### config.mk
export PLATFORM = sky130hd
export DESIGN_NAME = multiplicador_secuencial
export DESIGN_NICKNAME = d
export VERILOG_FILES = /design/src/rtl/mult_pkg.sv /design/src/rtl/detector_flanco.sv /design/src/rtl/multiplicador_secuencial.sv
export SDC_FILE = /design/constraint.sdc
export NUM_CORES = 1
export LEC_CHECK = 0
export CAP_MARGIN = 30
export CORE_ASPECT_RATIO = 1.75
export CORE_MARGIN = 10
export CORE_UTILIZATION = 55
export DETAILED_ROUTE_END_ITERATION = 7
export HOLD_SLACK_MARGIN = 0.1
export PLACE_DENSITY = 0.77
export SLEW_MARGIN = 10
export SYNTH_ARGS = -nofsm -noshare
export SYNTH_HDL_FRONTEND = slang
export SYNTH_SLANG_ARGS = --single-unit
### constraint.sdc
create_clock -name clk -period 5.2 [get_ports clk]
set_input_delay 1.04 -clock clk [delete_from_list [all_inputs] [get_ports clk]]
set_output_delay 1.04 -clock clk [all_outputs]
set_load 0.01 [all_outputs]
### src/rtl/mult_pkg.sv
// Shared types and constants for the sequential shift-and-add multiplier.
package mult_pkg;

  localparam int WIDTH_DEFAULT = 8;

  typedef enum logic [1:0] {
    IDLE = 2'd0,
    LOAD = 2'd1,
    CALC = 2'd2,
    DONE = 2'd3
  } state_e;

  // Bits needed to count 0..w inclusive.
  function automatic int cnt_width(input int w);
    return $clog2(w + 1);
  endfunction

endpackage

### src/rtl/detector_flanco.sv
// Rising-edge detector for a synchronous, debounced level. Only arms after the
// input has been seen low, so a level already high at reset release never fires.
module detector_flanco (
  input  logic clk,
  input  logic reset,
  input  logic senal,
  output logic flanco
);

  logic prev_q, prev_d;
  logic armed_q, armed_d;

  // NOTE: every signal driven in always_comb gets a value on every path, so no latch is inferred.
  always_comb begin
    prev_d  = senal;
    armed_d = armed_q | ~senal;
  end

  // NOTE: sequential state uses non-blocking assignments only, so every flop samples pre-edge values.
  always_ff @(posedge clk or negedge reset) begin
    if (!reset) begin
      prev_q  <= 1'b0;
      armed_q <= 1'b0;
    end else begin
      prev_q  <= prev_d;
      armed_q <= armed_d;
    end
  end

  assign flanco = senal & ~prev_q & armed_q;

endmodule

### src/rtl/multiplicador_secuencial.sv
// Sequential shift-and-add multiplier: IDLE -> LOAD -> CALC (WIDTH cycles) -> DONE.
// Define MULT_SIGNED_EN for two's-complement operands (magnitude multiply plus sign fix-up).
module multiplicador_secuencial
  import mult_pkg::*;
#(
  parameter int WIDTH = WIDTH_DEFAULT
) (
  input  logic                 clk,
  input  logic                 reset,
  input  logic [WIDTH-1:0]     multiplicador,
  input  logic [WIDTH-1:0]     multiplicando,
  input  logic                 pushbutton_salida,
  output logic [2*WIDTH-1:0]   producto,
  output logic                 valido,
  output logic                 ocupado
);

  localparam int CW = cnt_width(WIDTH);
  localparam logic [CW-1:0] CNT_LAST = CW'(WIDTH - 1);
  localparam logic [CW-1:0] CNT_ONE  = CW'(1);

  logic start;

  detector_flanco u_detector_flanco (
    .clk    (clk),
    .reset  (reset),
    .senal  (pushbutton_salida),
    .flanco (start)
  );

  state_e               state_q,    state_d;
  logic [CW-1:0]        cnt_q,      cnt_d;
  logic [2*WIDTH-1:0]   acc_q,      acc_d;
  logic [2*WIDTH-1:0]   mcand_q,    mcand_d;
  logic [WIDTH-1:0]     mplier_q,   mplier_d;
  logic [2*WIDTH-1:0]   producto_q, producto_d;
  logic                 valido_q,   valido_d;
  logic                 ocupado_q,  ocupado_d;
`ifdef MULT_SIGNED_EN
  logic                 neg_q,      neg_d;
`endif

  always_comb begin
    state_d    = state_q;
    cnt_d      = cnt_q;
    acc_d      = acc_q;
    mcand_d    = mcand_q;
    mplier_d   = mplier_q;
    producto_d = producto_q;
    valido_d   = 1'b0;
    ocupado_d  = ocupado_q;
`ifdef MULT_SIGNED_EN
    neg_d      = neg_q;
`endif

    case (state_q)
      IDLE: begin
        if (start) begin
          state_d   = LOAD;
          ocupado_d = 1'b1;
        end
      end

      LOAD: begin
`ifdef MULT_SIGNED_EN
        // Unary minus of the most negative value wraps to itself, which is its magnitude unsigned.
        mcand_d  = {{WIDTH{1'b0}}, multiplicando[WIDTH-1] ? -multiplicando : multiplicando};
        mplier_d = multiplicador[WIDTH-1] ? -multiplicador : multiplicador;
        neg_d    = multiplicando[WIDTH-1] ^ multiplicador[WIDTH-1];
`else
        mcand_d  = {{WIDTH{1'b0}}, multiplicando};
        mplier_d = multiplicador;
`endif
        acc_d    = '0;
        cnt_d    = '0;
        state_d  = CALC;
      end

      CALC: begin
        if (mplier_q[0]) begin
          acc_d = acc_q + mcand_q;
        end
        mcand_d  = mcand_q << 1;
        mplier_d = mplier_q >> 1;
        cnt_d    = cnt_q + CNT_ONE;
        // Product lands on the same edge that enters DONE so valido and producto align.
        if (cnt_q == CNT_LAST) begin
          state_d   = DONE;
          ocupado_d = 1'b0;
          valido_d  = 1'b1;
`ifdef MULT_SIGNED_EN
          producto_d = neg_q ? -acc_d : acc_d;
`else
          producto_d = acc_d;
`endif
        end
      end

      DONE: begin
        state_d = IDLE;
      end

      default: begin
        state_d   = IDLE;
        ocupado_d = 1'b0;
      end
    endcase
  end

  always_ff @(posedge clk or negedge reset) begin
    if (!reset) begin
      state_q    <= IDLE;
      cnt_q      <= '0;
      acc_q      <= '0;
      mcand_q    <= '0;
      mplier_q   <= '0;
      producto_q <= '0;
      valido_q   <= 1'b0;
      ocupado_q  <= 1'b0;
`ifdef MULT_SIGNED_EN
      neg_q      <= 1'b0;
`endif
    end else begin
      state_q    <= state_d;
      cnt_q      <= cnt_d;
      acc_q      <= acc_d;
      mcand_q    <= mcand_d;
      mplier_q   <= mplier_d;
      producto_q <= producto_d;
      valido_q   <= valido_d;
      ocupado_q  <= ocupado_d;
`ifdef MULT_SIGNED_EN
      neg_q      <= neg_d;
`endif
    end
  end

  assign producto = producto_q;
  assign valido   = valido_q;
  assign ocupado  = ocupado_q;

endmodule

* Word-level counts from Yosys, hierarchy flattened
Index checks and enable logic that the tools add are counted.
Storage, ports and cells: bits in registers 66, word-level logic and storage cells 42
Cells by class: add/sub/neg operators 2, equal/unequal tests 6, multiplexer cells 13, bitwise logic cells 5, reduce and logical (&&, ||, !) cells 6
Operator list (number):
- 16-bit case mux with 2 select lines | 2
- 16-bit adder | 1
- 16-bit two-way mux | 1
- 8-bit case mux with 2 select lines | 1
- 2-bit case mux with 4 select lines | 1
- 4-bit case mux with 2 select lines | 1
- 4-bit by 1-bit adder with 4-bit output (second input constant) | 1
- 2-bit == test (second input constant) | 2
- 4-bit by 3-bit == test with 1-bit output (second input constant) | 1
- 1-bit two-way mux | 4
- 2-bit two-way mux | 2
- 2-bit inequality test (second input constant) | 2
- 2-bit AND reduction | 2
- 2-bit nonzero test | 2
- 3-bit AND reduction | 1
- 1-bit bitwise AND | 2
- 2-bit by 1-bit == test with 1-bit output (second input constant) | 1
- 2-bit zero test | 1
- 1-bit NOT | 2
- 1-bit case mux with 2 select lines | 1
- 1-bit bitwise OR | 1

* Longest topological paths before layout
depth after elaboration 5, gate-level depth with buffers 9, gate-level depth less buffers 8

* Modules after synthesis
Synthesis repeated with hierarchy kept, for this count alone.
Second synthesis, totals: cell total of the unflattened synthesis 398, area total of the unflattened synthesis 3688.5 µm²
By module, submodules not included:
- multiplicador_secuencial | times used 1, cells an instance 394, area each 3623.5 µm², seq. area each 1601.5 µm²
- detector_flanco | times used 1, cells an instance 4, area each 65.1 µm², seq. area each 50.0 µm²

* Worst setup path after synthesis
OpenSTA, ideal clock, no wires.
path type flip-flop to flip-flop, start register acc_q[10], end register acc_q[15], setup time 0.124 ns, arrival time 1.998 ns, slack 3.078 ns, cell stages (with the launch flop) 9, path buffers 1, clock period less this slack 2.122 ns, cells stage by stage dfrtp_1 ha_1 buf_6 a21o_1 o21ba_1 o211a_1 a21oi_1 o311a_1 a211o_1
On the way: longest elaborated chain between the ends 3
RTL lines:
- start: declaration | line multiplicador_secuencial.sv:33 | logic [2*WIDTH-1:0] acc_q, acc_d;
- start signal: assignment | line multiplicador_secuencial.sv:114 | acc_q <= '0;
- start signal: assignment | line multiplicador_secuencial.sv:126 | acc_q <= acc_d;
- 16-bit adder | line multiplicador_secuencial.sv:81 | acc_d = acc_q + mcand_q;
- 16-bit two-way mux | line multiplicador_secuencial.sv:80 | if (mplier_q[0]) begin
- 16-bit case mux with 2 select lines | line multiplicador_secuencial.sv:56 | case (state_q)
No other way between the ends. A chain may end at the register's enable or synchronous reset.

* Worst setup path after layout
start register state_q[0], end register acc_q[12]
On the way: longest elaborated chain between the ends 2, elaborated cells between the ends (all ways) 4, classes of those cells eq/ne (2); mux (1); reduce/logical (1)
RTL lines:
- start: declaration | line multiplicador_secuencial.sv:31 | state_e state_q, state_d;
- start signal: assignment | line multiplicador_secuencial.sv:124 | state_q <= state_d;
- 2-bit == test or 2-bit by 1-bit == test with 1-bit output (tied branches) | line multiplicador_secuencial.sv:56
- 16-bit case mux with 2 select lines or 2-bit nonzero test (tied branches)
Several ways; a longest one is shown, not always the timed one.

==> out/summary.log <==
qor: drt.drt-vias-per-instance 5.77
qor: cells_and_area.insertedDiodeCount 0
qor: clocking.cts_repair_resize_count 0
qor: floorplan.die-area 10500 sq um
qor: floorplan.floorplan.io_pins 37
qor: drt.ant_nets 0
qor: synth.synth_flop_cell dfrtp_1
qor: cells_and_area.num-fill-cells 565
qor: drt.wirelength 8070 um
qor: clocking.cts_setup_buffers 0
qor: critical_path.timing.critical_path.slowest_stage_cell nor2_1
qor: cells_and_area.fin_util 66.5%
qor: critical_path.end_kind flop
qor: critical_path.reg2reg_slack 2460 ps
qor: timing.setup-tns-final 0 ps
qor: cells_and_area.combined_flip_flop_and_latch_cell_area 1650 sq um
qor: power.leakage 1.91 nW
qor: place.dp_worst_setup_slack 2470 ps
qor: critical_path.crit-reg2reg-launch state_q[0]
qor: critical_path.crit_path_cell_trace inv_1 > ha_1 > buf_4 > inv_1 > nor2_1 > nand2_1 > o221ai_1
qor: critical_path.length_in_cells_of_the_worst_reg_to_reg_path 7
qor: timing.final_min_period_over_clock_period 52.7%
qor: min_path.worst_hold_path.num_cells 2
qor: synth.syn-num-nets 435
qor: global_route.grt_pass1_wl 13600 um
qor: drt.initialDrtViolationCount 144
qor: timing.slew_violations 0
qor: critical_path.critPathMaxStageDelay 560 ps
qor: power.fin_total_pwr 2.19 mW
qor: timing.timing.final.crit_period 2740 ps
qor: cells_and_area.fin_nets 465
qor: critical_path.crit_type flop to flop
qor: critical_path.critical_path.top_delay_family buffers and inverters
qor: critical_path.setup.worst_path.end acc_q[12]
qor: power.vdd.ir_drop.worst 0.000831 V
qor: cells_and_area.area_growth_from_synthesis_to_layout 18.3%
qor: timing.max_clock_freq 365 MHz
qor: floorplan.floorplan.die.height 128 um
qor: synth.synth.ff_latch_count 66
qor: synth.sequential_area_share_after_synthesis 44.9%
qor: synth.yosys-mux-area-fraction 4.36%
qor: critical_path.critical_path_depth 7
qor: timing.worst_slew_margin_rel 44.0%
qor: timing.clock-skew-final 5.67 ps
qor: place.place.detailed.hpwl 5890 um
qor: drt.drt_first_pass_iters 5
qor: synth.synth_xor_xnor_area_share 2.86%
qor: synth.combinational_family_with_the_most_area_after_synthesis compound AO/OA/AOI/OAI gates
qor: place.port-buffer-count 36
qor: timing.setup_violations 0
qor: synth.area_share_of_and_or_nand_nor_cells_after_synthesis 13.4%
qor: synth.synth_area 3680 sq um
qor: critical_path.path_buf_inv 3
qor: drt.drcViolationCount 0
qor: clocking.clock-root-buffer clkbuf_16
qor: run_status.run_status complete, no violations
qor: cells_and_area.multi_input_logic_area 1840 sq um
qor: synth.asyncSetResetFlopFracSynth 100%
qor: global_route.grt.total_usage 16.2%
qor: power.power_density 503 nW/um^2
qor: clocking.path_clk_slew 50 ps
qor: timing.final-hold-violation-count 0
qor: run.maxCapViolations 0
qor: critical_path.worst_setup_path_start_kind flop
qor: global_route.grt_max_degree 67
qor: floorplan.rows 39
qor: floorplan.initial_core_util 56.2%
qor: cells_and_area.finalInstanceArea 4350 sq um
qor: synth.synth-edff-count 0
qor: clocking.tritoncts built
qor: floorplan.die_width 81.8 um
qor: clocking.cts.htree.levels 3
qor: clocking.cts_made_buffers 9
qor: clocking.cts.path.max_buffers 2
qor: floorplan.core_region_area 6540 sq um
qor: clocking.clock_sinks 66
qor: synth.synthesis.instances 396
qor: place.placedInstanceArea 4060 sq um
qor: critical_path.worstPathRequired 5430 ps
qor: clocking.clock_latency 330 ps
qor: drt.drt-wirelength-per-cell 15.7 um
qor: synth.post_synth_fa_ha_maj_area_fraction 7.01%
qor: global_route.first_global_vias 3012
qor: synth.netlist-cell-type-count 50
qor: synth.synthesis.area_per_instance 9.28 sq um
qor: place.gpl.final_weighted_congestion 0.886
qor: global_route.antenna_found_initial 0
qor: synth.ys.warnings.count 0
qor: timing.timing_worst_slew_pin_value 840 ps
qor: global_route.grt_overflow_total 0
qor: drt.vias 2962
qor: synth.fraction_of_the_mapped_netlist_area_in_compound_gates 22.4%
qor: clocking.postCtsHoldBufs 0
qor: critical_path.reg2reg_to acc_q[12]
qor: critical_path.timing.critical_path.arrival 2970 ps
qor: critical_path.timing.critical_path.from state_q[0]
qor: critical_path.path_max_fanout 64
qor: min_path.min_path_type flop to flop
qor: critical_path.crit_path_frequent_cell inv_1
qor: cells_and_area.drive_gt1_share 6.50%
qor: timing.setup_ws 2460 ps
qor: timing.rsz0062_at_grt false
## power by group
| part | internal (mW) | switching [mW] | leakage [nW] |
|---|---|---|---|
| logic | 0.316 | 0.585 | 0.907 |
| clock network | 0.360 | 0.207 | 0.143 |
| registers | 0.618 | 0.100 | 0.857 |
## per-layer routing
metal | part of all wire, % | track usage (%) | vias to the layer above
met4 | 2.9 | 8.25 | 0
li1 | - | - | 1474
met3 | 5.6 | 3.79 | 19
met1 | 39 | 17.0 | 1395
met5 | 0 | 0 | -
met2 | 52 | 28.4 | 74
## cells in the final DEF (no fill, tap or decap), drive strengths merged, types with 2 or more instances in the layout
master / synthesis / routed
nand2: 30 / 30
nand2b: 2 / 2
clkinv: 0 / 2
nor2: 30 / 30
o31ai: 4 / 4
inv: 25 / 25
nand3: 17 / 17
clkdlybuf4s50: 0 / 35
xor2: 5 / 5
a21o: 6 / 6
o21ai: 37 / 37
and3: 4 / 4
a31o: 2 / 2
nor2b: 9 / 9
a211oi: 2 / 2
ha: 19 / 19
a31oi: 5 / 5
or2: 2 / 2
mux2i: 16 / 16
buf: 6 / 4
clkbuf: 14 / 14
a21oi: 50 / 50
o2bb2ai: 8 / 8
o22ai: 2 / 2
nor3: 5 / 5
o211ai: 2 / 2
dfrtp: 66 / 66
o221ai: 5 / 5
xnor2: 7 / 7
## stage by stage
stage / std cells / hold WS, ps
2_1_floorplan: 396 / 435
3_3_place_gp: 497 / 452
3_5_place_dp: 497 / 470
4_1_cts: 513 / 482
5_1_grt: 513 / 499
6_report: 513 / 477
## worst min-delay path by stage
stage	startpoint	endpoint	slack, ps
6_report	producto[0]	producto[0]	480
5_1_grt	producto[7]	producto[7]	500
4_1_cts	producto[0]	producto[0]	480
3_5_place_dp	producto[0]	producto[0]	470
3_3_place_gp	u_detector_flanco.armed_q	u_detector_flanco.armed_q	450
2_1_floorplan	u_detector_flanco.armed_q	u_detector_flanco.armed_q	440
## cell type report
class | instances | share of cell area (%)
Clock inverter | 2 | 0.230
Sequential cell | 66 | 38.0
Inverter | 25 | 2.16
Clock buffer | 14 | 6.30
Tap cell | 82 | 2.36
Multi-Input combinational cell | 285 | 42.3
Timing Repair Buffer | 39 | 8.69
## cell usage after synthesis, types with 7 or more instances
master     number  area (sq um)
a21oi_1        48           240
clkbuf_1       13          48.8
dfrtp_1        66          1650
ha_1           19           238
inv_1          25          93.8
mux2i_1        16           160
nand2_1        30           113
nand3_1        16          80.1
nor2_1         30           113
nor2b_1         9          56.3
o21ai_0        37           185
o2bb2ai_1       8          70.1
xnor2_1         7          61.3
## sequential cells by signal, indices dropped and copies added, names as in the netlist
name,flops
cnt_q,4
acc_q,16
valido,1
state_q,2
u_detector_flanco.armed_q,1
producto,16
ocupado,1
mplier_q,8
mcand_q,16
u_detector_flanco.prev_q,1
## logic make-up (layout without fill, tap and decap cells)
| kind of cell | Yosys count | in the layout |
|---|---|---|
| flip-flops | 66 | 66 |
| buffers and inverters | 45 | 80 |
| multiplexers | 16 | 16 |
| AND/OR/NAND/NOR | 104 | 104 |
| AO/OA/AOI/OAI | 133 | 133 |
| adder cells (fa/ha/maj) | 20 | 20 |
| XOR/XNOR | 12 | 12 |
## tightest hold or removal path, delay by kind of cell, from the launching register on
kind	cells	cell delay, ps
AOI/OAI and AO/OA	1	60
DFF	1	330
and+or+nand+nor	1	50
Note: power is estimated with default switching activity, not from simulation.
